--- src/rtl/sram_multi_port_arbiter_pkg.sv ---
// sram_multi_port_arbiter_pkg: shared state encodings, SRAM pin levels and index-width helper
package sram_multi_port_arbiter_pkg;
    typedef enum logic [1:0] {ST_ARB, ST_DRAIN, ST_LOAD} state_t;
    localparam logic SRAM_ACTIVE = 1'b0;
    localparam logic SRAM_IDLE = 1'b1;
    function automatic int idx_width(input int n);
        int w = 1;
        while ((1 << w) < n) w++;
        return w;
    endfunction
endpackage

--- src/rtl/sram_multi_port_arbiter_if.sv ---
// sram_multi_port_arbiter_if: loader and processor-master bus of the shared SRAM arbiter
interface sram_multi_port_arbiter_if #(
    parameter int DATA_WIDTH = 8,
    parameter int ADDR_WIDTH = 9,
    parameter int NUM_MASTERS = 2
);
    logic                             load_req;
    logic                             load_cen;
    logic                             load_wen;
    logic [ADDR_WIDTH-1:0]            load_a;
    logic [DATA_WIDTH-1:0]            load_d;
    logic [DATA_WIDTH-1:0]            load_q;
    logic                             load_active;
    logic [NUM_MASTERS-1:0]           m_req;
    logic [NUM_MASTERS-1:0]           m_we;
    logic [NUM_MASTERS*ADDR_WIDTH-1:0] m_addr;
    logic [NUM_MASTERS*DATA_WIDTH-1:0] m_wdata;
    logic [NUM_MASTERS-1:0]           m_gnt;
    logic [NUM_MASTERS-1:0]           m_rvalid;
    logic [DATA_WIDTH-1:0]            m_rdata;
    modport master (
        output load_req, load_cen, load_wen, load_a, load_d, m_req, m_we, m_addr, m_wdata,
        input  load_q, load_active, m_gnt, m_rvalid, m_rdata
    );
    modport slave (
        input  load_req, load_cen, load_wen, load_a, load_d, m_req, m_we, m_addr, m_wdata,
        output load_q, load_active, m_gnt, m_rvalid, m_rdata
    );
endinterface

--- src/rtl/sram_multi_port_arbiter_rr_priority_picker.sv ---
// rr_priority_picker: combinational round-robin pick of the first request at or above ptr, wrapping
module rr_priority_picker
    import sram_multi_port_arbiter_pkg::*;
#(
    parameter int N = 2,
    parameter int IW = idx_width(N)
) (
    input  logic [N-1:0]  i_req,
    input  logic [IW-1:0] i_ptr,
    output logic [N-1:0]  o_gnt,
    output logic [IW-1:0] o_idx
);
    logic [N-1:0] w_hi;
    logic [N-1:0] w_sel;
    always_comb begin
        w_hi = '0;
        for (int i = 0; i < N; i++) w_hi[i] = i_req[i] && (IW'(i) >= i_ptr);
        w_sel = |w_hi ? w_hi : i_req;
        o_gnt = '0;
        o_idx = '0;
        for (int i = N - 1; i >= 0; i--) begin
            if (w_sel[i]) begin
                o_gnt = N'(1) << i;
                o_idx = IW'(i);
            end
        end
    end
endmodule

--- src/rtl/sram_multi_port_arbiter.sv ---
// sram_multi_port_arbiter: shares one single-port SRAM between a priority loader and
// round-robin processor masters, returning each read to its owner via a tag pipeline
module sram_multi_port_arbiter
    import sram_multi_port_arbiter_pkg::*;
#(
    parameter int DATA_WIDTH = 8,
    parameter int ADDR_WIDTH = 9,
    parameter int NUM_MASTERS = 2,
    parameter int RD_LATENCY = 1
) (
    input  logic                  i_clk,
    input  logic                  i_rst,
    sram_multi_port_arbiter_if.slave bus,
    output logic                  o_sram_cen,
    output logic                  o_sram_wen,
    output logic [ADDR_WIDTH-1:0] o_sram_a,
    output logic [DATA_WIDTH-1:0] o_sram_d,
    input  logic [DATA_WIDTH-1:0] i_sram_q
);
    localparam int IW = idx_width(NUM_MASTERS);
    localparam int RL = RD_LATENCY;
    state_t                 r_state;
    logic [IW-1:0]          r_ptr;
    logic [RL-1:0]          r_tag_v;
    logic [RL-1:0][IW-1:0]  r_tag_idx;
    logic [NUM_MASTERS-1:0] w_gnt;
    logic [IW-1:0]          w_idx;
    logic [IW-1:0]          w_ptr_nxt;
    logic                   w_issue;
    logic                   w_load;
    logic                   w_push;
    logic                   w_rv;

    rr_priority_picker #(.N(NUM_MASTERS), .IW(IW)) u_pick (
        .i_req(bus.m_req),
        .i_ptr(r_ptr),
        .o_gnt(w_gnt),
        .o_idx(w_idx)
    );

    // Reset overrides everything combinationally so no grant or strobe leaks out while RST is high
    assign w_issue = r_state == ST_ARB && !bus.load_req && !i_rst && |bus.m_req;
    assign w_load = r_state == ST_LOAD && !i_rst;
    assign w_push = w_issue && !bus.m_we[w_idx];
    assign w_rv = r_tag_v[RL-1] && !i_rst;
    assign w_ptr_nxt = (w_idx == IW'(NUM_MASTERS - 1)) ? '0 : w_idx + 1'b1;

    assign bus.m_gnt = w_issue ? w_gnt : '0;
    assign bus.m_rvalid = w_rv ? NUM_MASTERS'(1) << r_tag_idx[RL-1] : '0;
    assign bus.m_rdata = w_rv ? i_sram_q : '0;
    assign bus.load_q = w_load ? i_sram_q : '0;
    assign bus.load_active = w_load;

    assign o_sram_cen = w_load ? bus.load_cen : (w_issue ? SRAM_ACTIVE : SRAM_IDLE);
    assign o_sram_wen = w_load ? bus.load_wen : (w_issue ? !bus.m_we[w_idx] : SRAM_IDLE);
    assign o_sram_a = w_load ? bus.load_a : (w_issue ? bus.m_addr[w_idx*ADDR_WIDTH +: ADDR_WIDTH] : '0);
    assign o_sram_d = w_load ? bus.load_d : (w_issue ? bus.m_wdata[w_idx*DATA_WIDTH +: DATA_WIDTH] : '0);

    always_ff @(posedge i_clk) begin
        if (i_rst) begin
            r_state <= ST_ARB;
            r_ptr <= '0;
            r_tag_v <= '0;
            r_tag_idx <= '0;
        end else begin
            r_tag_v <= RL'({r_tag_v, w_push});
            r_tag_idx <= (RL*IW)'({r_tag_idx, w_idx});
            if (r_state == ST_ARB) begin
                if (bus.load_req) r_state <= |r_tag_v ? ST_DRAIN : ST_LOAD;
                else if (w_issue) r_ptr <= w_ptr_nxt;
            end else if (r_state == ST_DRAIN) begin
                if (!(|r_tag_v)) r_state <= bus.load_req ? ST_LOAD : ST_ARB;
            end else if (!bus.load_req) begin
                r_state <= ST_ARB;
                r_ptr <= '0;
            end
        end
    end
endmodule

--- src/flat_wrapper.sv ---
// flat-port wrapper written by rule: the top's interface ports become plain ports
module sram_multi_port_arbiter_flat import sram_multi_port_arbiter_pkg::*;
#(
    parameter int DATA_WIDTH = 8,
    parameter int ADDR_WIDTH = 9,
    parameter int NUM_MASTERS = 2,
    parameter int RD_LATENCY = 1
)
  (i_clk, i_rst, o_sram_cen, o_sram_wen, o_sram_a, o_sram_d, i_sram_q, bus_load_req, bus_load_cen, bus_load_wen, bus_load_a, bus_load_d, bus_m_req, bus_m_we, bus_m_addr, bus_m_wdata, bus_load_q, bus_load_active, bus_m_gnt, bus_m_rvalid, bus_m_rdata);
  sram_multi_port_arbiter_if #(.DATA_WIDTH(DATA_WIDTH), .ADDR_WIDTH(ADDR_WIDTH), .NUM_MASTERS(NUM_MASTERS)) bus_i ();
  input  logic i_clk;
  input  logic i_rst;
  output logic o_sram_cen;
  output logic o_sram_wen;
  output logic [ADDR_WIDTH-1:0] o_sram_a;
  output logic [DATA_WIDTH-1:0] o_sram_d;
  input  logic [DATA_WIDTH-1:0] i_sram_q;
  input wire logic [$bits(bus_i.load_req)-1:0] bus_load_req;
  input wire logic [$bits(bus_i.load_cen)-1:0] bus_load_cen;
  input wire logic [$bits(bus_i.load_wen)-1:0] bus_load_wen;
  input wire logic [$bits(bus_i.load_a)-1:0] bus_load_a;
  input wire logic [$bits(bus_i.load_d)-1:0] bus_load_d;
  input wire logic [$bits(bus_i.m_req)-1:0] bus_m_req;
  input wire logic [$bits(bus_i.m_we)-1:0] bus_m_we;
  input wire logic [$bits(bus_i.m_addr)-1:0] bus_m_addr;
  input wire logic [$bits(bus_i.m_wdata)-1:0] bus_m_wdata;
  output wire logic [$bits(bus_i.load_q)-1:0] bus_load_q;
  output wire logic [$bits(bus_i.load_active)-1:0] bus_load_active;
  output wire logic [$bits(bus_i.m_gnt)-1:0] bus_m_gnt;
  output wire logic [$bits(bus_i.m_rvalid)-1:0] bus_m_rvalid;
  output wire logic [$bits(bus_i.m_rdata)-1:0] bus_m_rdata;
  assign bus_i.load_req = bus_load_req;
  assign bus_i.load_cen = bus_load_cen;
  assign bus_i.load_wen = bus_load_wen;
  assign bus_i.load_a = bus_load_a;
  assign bus_i.load_d = bus_load_d;
  assign bus_i.m_req = bus_m_req;
  assign bus_i.m_we = bus_m_we;
  assign bus_i.m_addr = bus_m_addr;
  assign bus_i.m_wdata = bus_m_wdata;
  assign bus_load_q = bus_i.load_q;
  assign bus_load_active = bus_i.load_active;
  assign bus_m_gnt = bus_i.m_gnt;
  assign bus_m_rvalid = bus_i.m_rvalid;
  assign bus_m_rdata = bus_i.m_rdata;
  sram_multi_port_arbiter #(.DATA_WIDTH(DATA_WIDTH), .ADDR_WIDTH(ADDR_WIDTH), .NUM_MASTERS(NUM_MASTERS), .RD_LATENCY(RD_LATENCY)) u_core (.i_clk(i_clk), .i_rst(i_rst), .bus(bus_i), .o_sram_cen(o_sram_cen), .o_sram_wen(o_sram_wen), .o_sram_a(o_sram_a), .o_sram_d(o_sram_d), .i_sram_q(i_sram_q));
endmodule
--- config.mk ---
export PLATFORM = sky130hd
export DESIGN_NAME = sram_multi_port_arbiter_flat
export DESIGN_NICKNAME = d
export VERILOG_FILES = /design/src/rtl/sram_multi_port_arbiter_pkg.sv /design/src/rtl/sram_multi_port_arbiter_if.sv /design/src/rtl/sram_multi_port_arbiter_rr_priority_picker.sv /design/src/rtl/sram_multi_port_arbiter.sv /design/src/flat_wrapper.sv
export SDC_FILE = /design/constraint.sdc
export NUM_CORES = 1
export LEC_CHECK = 0
export CORE_ASPECT_RATIO = 0.8
export CORE_MARGIN = 2
export CORE_UTILIZATION = 27
export CTS_CLUSTER_SIZE = 8
export DETAILED_ROUTE_END_ITERATION = 16
export GPL_TIMING_DRIVEN = 0
export PLACE_DENSITY_LB_ADDON = 0.15
export SLEW_MARGIN = 20
export SYNTH_ARGS = -nofsm -noshare
export SYNTH_HDL_FRONTEND = slang
export SYNTH_SLANG_ARGS = --single-unit
--- constraint.sdc ---
create_clock -name i_clk -period 1.75 [get_ports i_clk]
set_input_delay 0.35 -clock i_clk [delete_from_list [all_inputs] [get_ports i_clk]]
set_output_delay 0.35 -clock i_clk [all_outputs]
set_load 0.02 [all_outputs]
==> results <==
- The flow ran to the end, but the final reports show violations.
- The checks that failed: negative setup slack.
- For this run the aggregate overflow at the end of global routing stands at 0.
- The critical path is of the flop to output pin type.
- From bottom edge to top edge, the die measures ~56 µm.
- Sorting the synthesized cells by area gives the leading types as sky130_fd_sc_hd__a32oi_1 (16%), sky130_fd_sc_hd__a22oi_1 (13%), sky130_fd_sc_hd__and2_1 (12%), sky130_fd_sc_hd__dfxtp_1 (11%), sky130_fd_sc_hd__o21ai_0 (10%).
- The top routing layer in use is met4.
- TritonCTS built the clock tree.
- The net count reported at finish is 333.
- The clock sink total is 5.
- The part of the Yosys area used for sequential elements is 10.9%.
- Summing every instance area after synthesis gives 922 µm².
- The internal power contribution is around 600 µW.
- The final count of negative-setup-slack endpoints is 29.
- The cell type with the largest total area after synthesis is sky130_fd_sc_hd__a32oi_1.
- The number of max-cap violations is 0.
- The area inside the core boundary is about 0.0032 mm².
- Of the cells placed in the final design, the portion with a size suffix greater than 1 is between 40% and 50%.
- The slowest stage of the critical path is the sky130_fd_sc_hd__or3b_4 cell.
- The smallest clock period supported by the final layout is computed as 2040 ps.
- The detailed router finished its first iteration with 65 violations.
- The arrival time at the worst endpoint is 1690 ps.
- The longest clock path from root to sink contains 2 buffers.
- The cell with the most instances after synthesis is sky130_fd_sc_hd__nand2_1.
- Counting every instance in the synthesized netlist gives 137.
- The portion of synthesized cell area occupied by the leading cell type is between 15 and 20%.
- In this run switching power makes up approximately a third of total power.
- Setup repair after global routing could not meet its margin everywhere.
- 108 I/O pins were placed.
- Counting every net in the synthesized netlist gives roughly 210.
- In this run the power density over the cells is 352 mW/mm².
- CTS built an H-tree with a depth of 1.
- STA classifies the critical path endpoint as an output pin.
- Dividing the detail-routed wire length by the instance count gives ~16 µm.
- The kind of path behind the tightest hold check is primary input to flop.
- The horizontal die dimension is a little under 70 µm.
- In this run the worst path has a maximum fanout of 8.
- Dividing the final minimum period by the clock period gives 117%.
- Summing over every cut layer, the via total after detailed routing is about 1,600.
- The first global-routing pass estimated 7160 µm of wire.
- Hold is met by ~430 ps.
- Once layout is done, the placed cells without fillers occupy approximately 0.0026 mm².
- The die footprint is approximately 0.004 mm².
- The maximum vdd drop is about 0.00023 V.
- In this run the static leakage power is 0.00104 µW.
- The flip-flop and latch count after synthesis is 5.
- The final hold violation count is 0.
- For this run, asynchronously set or reset flops after synthesis account for 0%.
- Across the routed clock network, the largest skew measured is roughly 0.89 ps.
- In this run, distinct cell masters in the synthesized netlist total 31.
- Entering global routing, the biggest net connects 11 pins.
- In this run the power spent charging and discharging nets is approximately 300 µW.
- Cells fill slightly above 80% of the core in the end.
- The power share of the clock group is around a quarter.
- The routed design uses ~2300 µm of met2 wire.
- The delay contributed by the slowest stage of the critical path is ~420 ps.
- The top flip-flop cell by instance count after synthesis is sky130_fd_sc_hd__dfxtp_1.
- The power share of the combinational group is roughly 62%.
- After floorplanning, the core was divided into 18 placement rows.
- In this run the tool buffered the top-level ports with about 110 buffer cells.
- Clock-pin slew was measured on the worst setup and hold paths at roughly 40 ps.
- During synthesis, Yosys emitted a total of 0 warnings.
- The number of flops mapped to enable cells by yosys is 0.
- The placed instances occupy a cell area of between 0.002 and 0.0025 mm².
- The worst-margin pin slew is approximately 350 ps.
- The data required time of the critical path is 1400 ps.
- Measured against its own limit, the worst slew margin works out to 76.5%.
- In the synthesized netlist, the cells that appear most often are sky130_fd_sc_hd__nand2_1 (23), sky130_fd_sc_hd__o21ai_0 (19), sky130_fd_sc_hd__and2_1 (18).
- The routed metal-1 wirelength is 1970 µm.
- The buffer type at the clock tree root is sky130_fd_sc_hd__clkbuf_8.
- TritonCTS created 3 clock buffers.
- The number of antenna violations at the first check in global routing is 0.
- For this run, the top clock speed supported by timing is just under 500 MHz.
- The detailed-placement wirelength estimate is approximately 3300 µm.
- At the end of routability-driven placement, the weighted congestion stood at 0.740.
- The starting density of the core is between 20% and 30%.
- At the later pin of the worst-skew pair, clock insertion delay measures between 200 and 250 ps.
- Sequential cells burn about 14% of the power.
- The number of detailed-routing iterations run before antenna repair is 4.
- The routed wire length is roughly 4800 µm.
- The startpoint type of the worst setup path is a flop.
- The number of pins with negative max-slew slack in the final report was 0.
- The post-route DRC violation count is 0.
- Global routing consumed, over all layers together, roughly 22% of the routing resources.
- The via count of the first global-routing pass is about 1,600.
- Once detail routing completed, the nets flagged for antenna violations numbered 0.
- The number of antenna diodes is 0.
- The post-synthesis to final-layout area growth is 178%.
- The design draws about 900 µW.
- The worst-case setup margin in the final layout is -290 ps.
- A synthesized cell averages a little under 7 µm².
- The signal on the critical path passes through or3b_4, clkinv_8, clkbuf_16, nand2_1, a22oi_2, buf_4.
- The via density per instance is ~5.3.
- Detailed routing placed a total of 446 µm of wire on met3.
[power groups by stage]
stage	clock, µW	sequential, µW	combinational [µW]
final	219	125	556
after global placement	0	126	448
after floorplan	0	124	193
after CTS	218	125	497
after detailed placement	0	126	450
after global routing	235	126	588
[worst paths after layout]
kind | startpoint | end | slack, ps | cells past startpoint
hold / removal | i_rst | u_core.r_state[0] | 430 | 2
setup / recovery | u_core.r_state[1] | o_sram_a[2] | -290 | 6
hold reg to reg | u_core.r_ptr | u_core.r_ptr | 510 | 2
setup reg to reg | u_core.r_state[1] | u_core.r_tag_v | 530 | 4
[sequential cells by signal (all words and copies together) (netlist names)]
signal,count
u_core.r_ptr,1
u_core.r_tag_idx,1
u_core.r_state,2
u_core.r_tag_v,1
[layout by cell type, fill, tap and decap left out, types with 2 or more instances in the layout]
cell / count
sky130_fd_sc_hd__clkbuf_16: 3
sky130_fd_sc_hd__buf_4: 19
sky130_fd_sc_hd__nor2b_1: 2
sky130_fd_sc_hd__a32oi_1: 9
sky130_fd_sc_hd__buf_6: 29
sky130_fd_sc_hd__and2_4: 7
sky130_fd_sc_hd__nand2_1: 15
sky130_fd_sc_hd__buf_2: 2
sky130_fd_sc_hd__a32oi_2: 8
sky130_fd_sc_hd__nor2_1: 2
sky130_fd_sc_hd__buf_8: 4
sky130_fd_sc_hd__dfxtp_1: 2
sky130_fd_sc_hd__inv_2: 2
sky130_fd_sc_hd__clkbuf_8: 4
sky130_fd_sc_hd__and2_1: 11
sky130_fd_sc_hd__nand2_2: 7
sky130_fd_sc_hd__o21ai_0: 18
sky130_fd_sc_hd__dfxtp_2: 2
sky130_fd_sc_hd__a22oi_2: 16
sky130_fd_sc_hd__clkdlybuf4s50_1: 63
sky130_fd_sc_hd__dlygate4sd2_1: 13
[what timing repair did]
action	4_1_cts	5_1_grt
setup endpoints to repair	40	30
pin swaps	2	19
buffers inserted	9	4
cloned	0	3
resized for setup	208	48
hold buffers	0	0
[cell type report]
type / count / area (µm²)
fill: 210 / 616
buffer: 13 / 160
sequential: 5 / 106
multi-input combinational: 115 / 933
timing repair buffer: 123 / 1240
clock buffer: 4 / 45.0
tap: 40 / 50.0
inverter: 4 / 27.5
[cell families after synthesis]
logic type / Yosys count / synth area share, %
AOI/OAI and AO/OA: 60 / 46.3
buffers and inverters: 17 / 12.1
and+or+nand+nor: 55 / 30.8
DFF: 5 / 10.9
[per-layer routing]
layer  global-route usage (%)  vias up
met2                     39.8       89
met3                     5.92        5
met5                        0        -
li1                         -      780
met1                     26.6      746
met4                     3.36        0
[critical path: cells and delay by family (launching register included)]
kind | cells | cell delay (ps)
flip-flops | 1 | 370
AND/OR/NAND/NOR | 2 | 480
AO/OA/AOI/OAI | 1 | 190
buffers and inverters | 3 | 410
[through the flow]
stage | std cells | TNS [ps] | worst slack, ps
floorplan | 137 | -43.0 | -21.5
global placement | 284 | -36990 | -1090
detailed placement | 284 | -37530 | -1110
CTS | 297 | -5430 | -254
global route | 304 | -7870 | -320
finish | 304 | -6460 | -290
Power figures use the tool's default switching activity.
==> edit 1, RTL diff (same settings) <==
`ADDR_WIDTH` is set to 9 in 3 places; all go to 10.
--- a/src/rtl/sram_multi_port_arbiter_if.sv
+++ b/src/rtl/sram_multi_port_arbiter_if.sv
@@ -1,7 +1,7 @@
 // sram_multi_port_arbiter_if: loader and processor-master bus of the shared SRAM arbiter
 interface sram_multi_port_arbiter_if #(
     parameter int DATA_WIDTH = 8,
-    parameter int ADDR_WIDTH = 9,
+    parameter int ADDR_WIDTH = 10,
     parameter int NUM_MASTERS = 2
 );
     logic                             load_req;
--- a/src/rtl/sram_multi_port_arbiter.sv
+++ b/src/rtl/sram_multi_port_arbiter.sv
@@ -4,7 +4,7 @@
     import sram_multi_port_arbiter_pkg::*;
 #(
     parameter int DATA_WIDTH = 8,
-    parameter int ADDR_WIDTH = 9,
+    parameter int ADDR_WIDTH = 10,
     parameter int NUM_MASTERS = 2,
     parameter int RD_LATENCY = 1
 ) (
--- a/src/flat_wrapper.sv
+++ b/src/flat_wrapper.sv
@@ -2,7 +2,7 @@
 module sram_multi_port_arbiter_flat import sram_multi_port_arbiter_pkg::*;
 #(
     parameter int DATA_WIDTH = 8,
-    parameter int ADDR_WIDTH = 9,
+    parameter int ADDR_WIDTH = 10,
     parameter int NUM_MASTERS = 2,
     parameter int RD_LATENCY = 1
 )
Ports: changed (resized bus_load_a, bus_m_addr and o_sram_a); port bits go from 108 to 112. The function was not compared with the original's and may differ.
==> edit 1 against the original RTL <==
- the flow still finishes with violations (negative setup slack)
- area after synthesis up 1.5%
- synthesized cell count rose by 2.9%
- power rose by 0.59%
- clock power grew 2%
- wire length is 5.6% higher
- sequential cell count unchanged
- sequential share of layout area is essentially flat
- design area did not move
- setup slack improved by 0.0071 ns
- die area increased by 1.4%
==> edit 1: results <==
run_status:
  outcome: "complete, but fails checks"
  violations: "negative setup slack"
global_routing:
  grt_pass1_vias: 1603
  track_usage_pct: 23.5
  grt_pass1_wl_um: 7470
  grt_use_met2_pct: 41.6
  grt_use_met3_pct: 6.64
  grtUsageMet1_pct: 26.4
clock_network:
  cts_resized: 237
  cts-root-buf: "clkbuf_8"
  cts_setup_buffers: 7
logic_synthesis:
  synth_xor_area_share_pct: 0
  synth.distinct_cells: 27
  synth_nets: 212
  synth-compound-area-share_pct: 47.3
  ys_seq_area_share_pct: 10.7
  synth.area.top_cells: "a32oi_1 17%, a22oi_1 14%, and2_1 12%"
pwr:
  seq_power_share_pct: 13.6
  power_switching_w: 0.000316
  p_clk_w: 0.000224
  p_leak_nw: 1.03
  cellInternalPower_w: 0.000590
  ir_drop_mv: 0.194
placement:
  numPortBuffers: 111
  placed_cell_area_um2: 2150
  dp_hpwl_um: 3310
final_layout:
  final_nets: 340
  buffers: 136
  seq_cell_count: 5
  multi_input_gates: 119
  n_fill_cell: 237
  seq_share_pct: 4.20
  multi_input_area_share_pct: 37.2
  drive_above_1_share_pct: 39.9
  buffer_area_share_pct: 53.7
  multiInputGateArea_um2: 952
worst_hold_path:
  hold_path.class: "input pin to flip-flop"
routing:
  vias: 1662
  wl_met3_um: 396
  wl_met1_um: 2030
  wl_met2_um: 2530
  wl_per_cell_um: 16.4
  drtIter0Drc: 49
sta:
  final.setup.tns_ns: -6.51
  clock_skew_ns: 0.00356
  slew_headroom_pct: 78.8
  setup_viol: 31
  fin_ws_ns: -0.282
worst_setup_path:
  max_stage_delay_ns: 0.44
floorplanning:
  fp.coreArea_um2: 3380
==> edit 1: changes by cell type in the layout (fill, tap and decap cells not counted), moves of 3 or more <==
| cell | delta |
|---|---|
| buf_4 | -6 |
| nand2_1 | +6 |
| nand2_2 | -6 |
| a32oi_1 | +5 |
| a32oi_2 | -4 |
| clkbuf_16 | -3 |
| clkdlybuf4s50_1 | +3 |
==> edit 1: stage by stage <==
| stage | instances | worst slack [ns] |
|---|---|---|
| 3_3_place_gp | 294 | -1.19 |
| 2_1_floorplan | 141 | -0.0503 |
| 5_1_grt | 310 | -0.337 |
| 3_5_place_dp | 294 | -1.14 |
| 4_1_cts | 308 | -0.243 |
| 6_report | 310 | -0.282 |
==> edit 1: worst paths after layout <==
path,cells past startpoint,slack [ns],end,from
hold reg to reg,2,0.58,u_core.r_ptr,u_core.r_ptr
setup reg to reg,5,0.30,u_core.r_tag_v,u_core.r_state[1]
setup / recovery,6,-0.28,o_sram_d[2],u_core.r_state[0]
hold / removal,2,0.43,u_core.r_tag_idx,i_rst
==> edit 2, RTL diff (same settings) <==
Without the edit above. Make the reset (`i_rst`) asynchronous in one clocked block.
--- a/src/rtl/sram_multi_port_arbiter.sv
+++ b/src/rtl/sram_multi_port_arbiter.sv
@@ -56,7 +56,7 @@
     assign o_sram_a = w_load ? bus.load_a : (w_issue ? bus.m_addr[w_idx*ADDR_WIDTH +: ADDR_WIDTH] : '0);
     assign o_sram_d = w_load ? bus.load_d : (w_issue ? bus.m_wdata[w_idx*DATA_WIDTH +: DATA_WIDTH] : '0);
 
-    always_ff @(posedge i_clk) begin
+    always_ff @(posedge i_clk or posedge i_rst) begin
         if (i_rst) begin
             r_state <= ST_ARB;
             r_ptr <= '0;
Check against the original RTL: same outputs for any inputs over 10 cycles, from zero or initial values and one cycle with i_rst high; that may be too few to reach the edited logic, so the function may still have changed.
==> edit 2 against the original RTL <==
- the run still ends with negative setup slack left
- power grew 5.0%
- combinational power up 7.6%
- wire length is 1.0% lower
- via count down 1.4%
- sequential power increased by 10%
- sequential cell count is the same
- setup slack lost 0.069 ns
- area after synthesis is 1.8% higher
- global-route usage fell by 1.0 points
- register-to-register slack got worse by 0.04 ns
- utilization fell by 8.7 points
- design area fell by 5.2%
- die area up 1.6%
==> edit 2: results <==
final_layout:
  final_cell_count_no_fill: 298
  final_nets: 325
  drive_above_1_share_pct: 35.9
sta:
  clock_skew_ns: 0.00336
  hold_ws_ns: 0.259
  fin_ws_ns: -0.358
  slew_headroom_pct: 77.8
  setup_viol: 30
pwr:
  combinationalPower_w: 0.000598
  seq_power_share_pct: 14.6
  cellInternalPower_w: 0.000607
  p_leak_nw: 1.12
  ir_drop_mv: 0.550
  power_density_nw_per_um2: 390
global_routing:
  grt_pass1_wl_um: 6800
  grt_pass1_vias: 1430
worst_hold_path:
  hold_path.class: "input pin to asynchronous set/reset pin"
logic_synthesis:
  synthFlopType: "dfrtp_1"
  synth.area.top_cells: "a32oi_1 16%, dfrtp_1 13%, a22oi_1 13%"
  synth_common_cells: "22 x nand2_1, 18 x and2_1, 18 x o21ai_0"
  async_flop_share_pct: 100
placement:
  post-place-ws_ns: -1.09
  dpl.cell_count: 285
  placed_cell_area_um2: 2090
  dp_hpwl_um: 3420
worst_setup_path:
  max_stage_delay_ns: 0.45
  r2r_setup_slack_ns: 0.49
  r2r_start: "u_core.r_state[0]"
  cp.arrival_ns: 1.76
  rr_endpoint: "u_core.r_tag_v"
routing:
  drtIter0Drc: 106
  vias: 1598
run_status:
  violations: "negative setup slack"
  outcome: "complete, but fails checks"
[edit 2: cell count changes in the layout (fill, tap and decap cells not counted), moves of 3 or more]
| cell | change |
|---|---|
| dlymetal6s2s_1 | +10 |
| a22oi_1 | +4 |
| and2_1 | +7 |
| clkbuf_4 | +4 |
| a32oi_2 | -6 |
| a32oi_1 | +6 |
| and2_4 | -7 |
| dlygate4sd2_1 | -10 |
| a22oi_2 | -4 |
| buf_4 | +8 |
| buf_6 | -18 |
| dfrtp_1 | +3 |
[edit 2: layer usage]
metal  GRT usage [%]  up-vias  wire [um]
li1                -      760          -
met1            26.7      741       2080
met2            37.3       91       2270
met3            5.39        6        390
met4            1.65        0         31
met5               0        -          0
[edit 2: cell type report]
class | instances | area (um2)
Buffer | 12 | 119
Timing Repair Buffer | 117 | 1180
Fill cell | 292 | 948
Tap cell | 42 | 52.6
Sequential cell | 5 | 128
Multi-Input combinational cell | 113 | 868
Clock buffer | 4 | 45.0
Inverter | 5 | 31.3
[edit 2: worst max path at each step]
stage                      start          end  slack [ns]
2_1_floorplan  u_core.r_state[1]  o_sram_d[1]       -0.08
3_3_place_gp        bus_load_req  o_sram_d[7]       -1.11
3_5_place_dp        bus_load_req  o_sram_d[7]       -1.09
4_1_cts        u_core.r_state[0]  o_sram_d[7]       -0.30
5_1_grt        u_core.r_state[0]  o_sram_d[2]       -0.40
6_report       u_core.r_state[0]  o_sram_d[2]       -0.36
[edit 2: logic make-up (layout without fill, tap and decap cells)]
logic type             Yosys count  in the layout  synth area share, %
AO/OA/AOI/OAI                   61             61                 47.3
AND/OR/NAND/NOR                 52             52                 28.7
buffers and inverters           18            138                 10.7
flip-flops                       5              5                 13.3
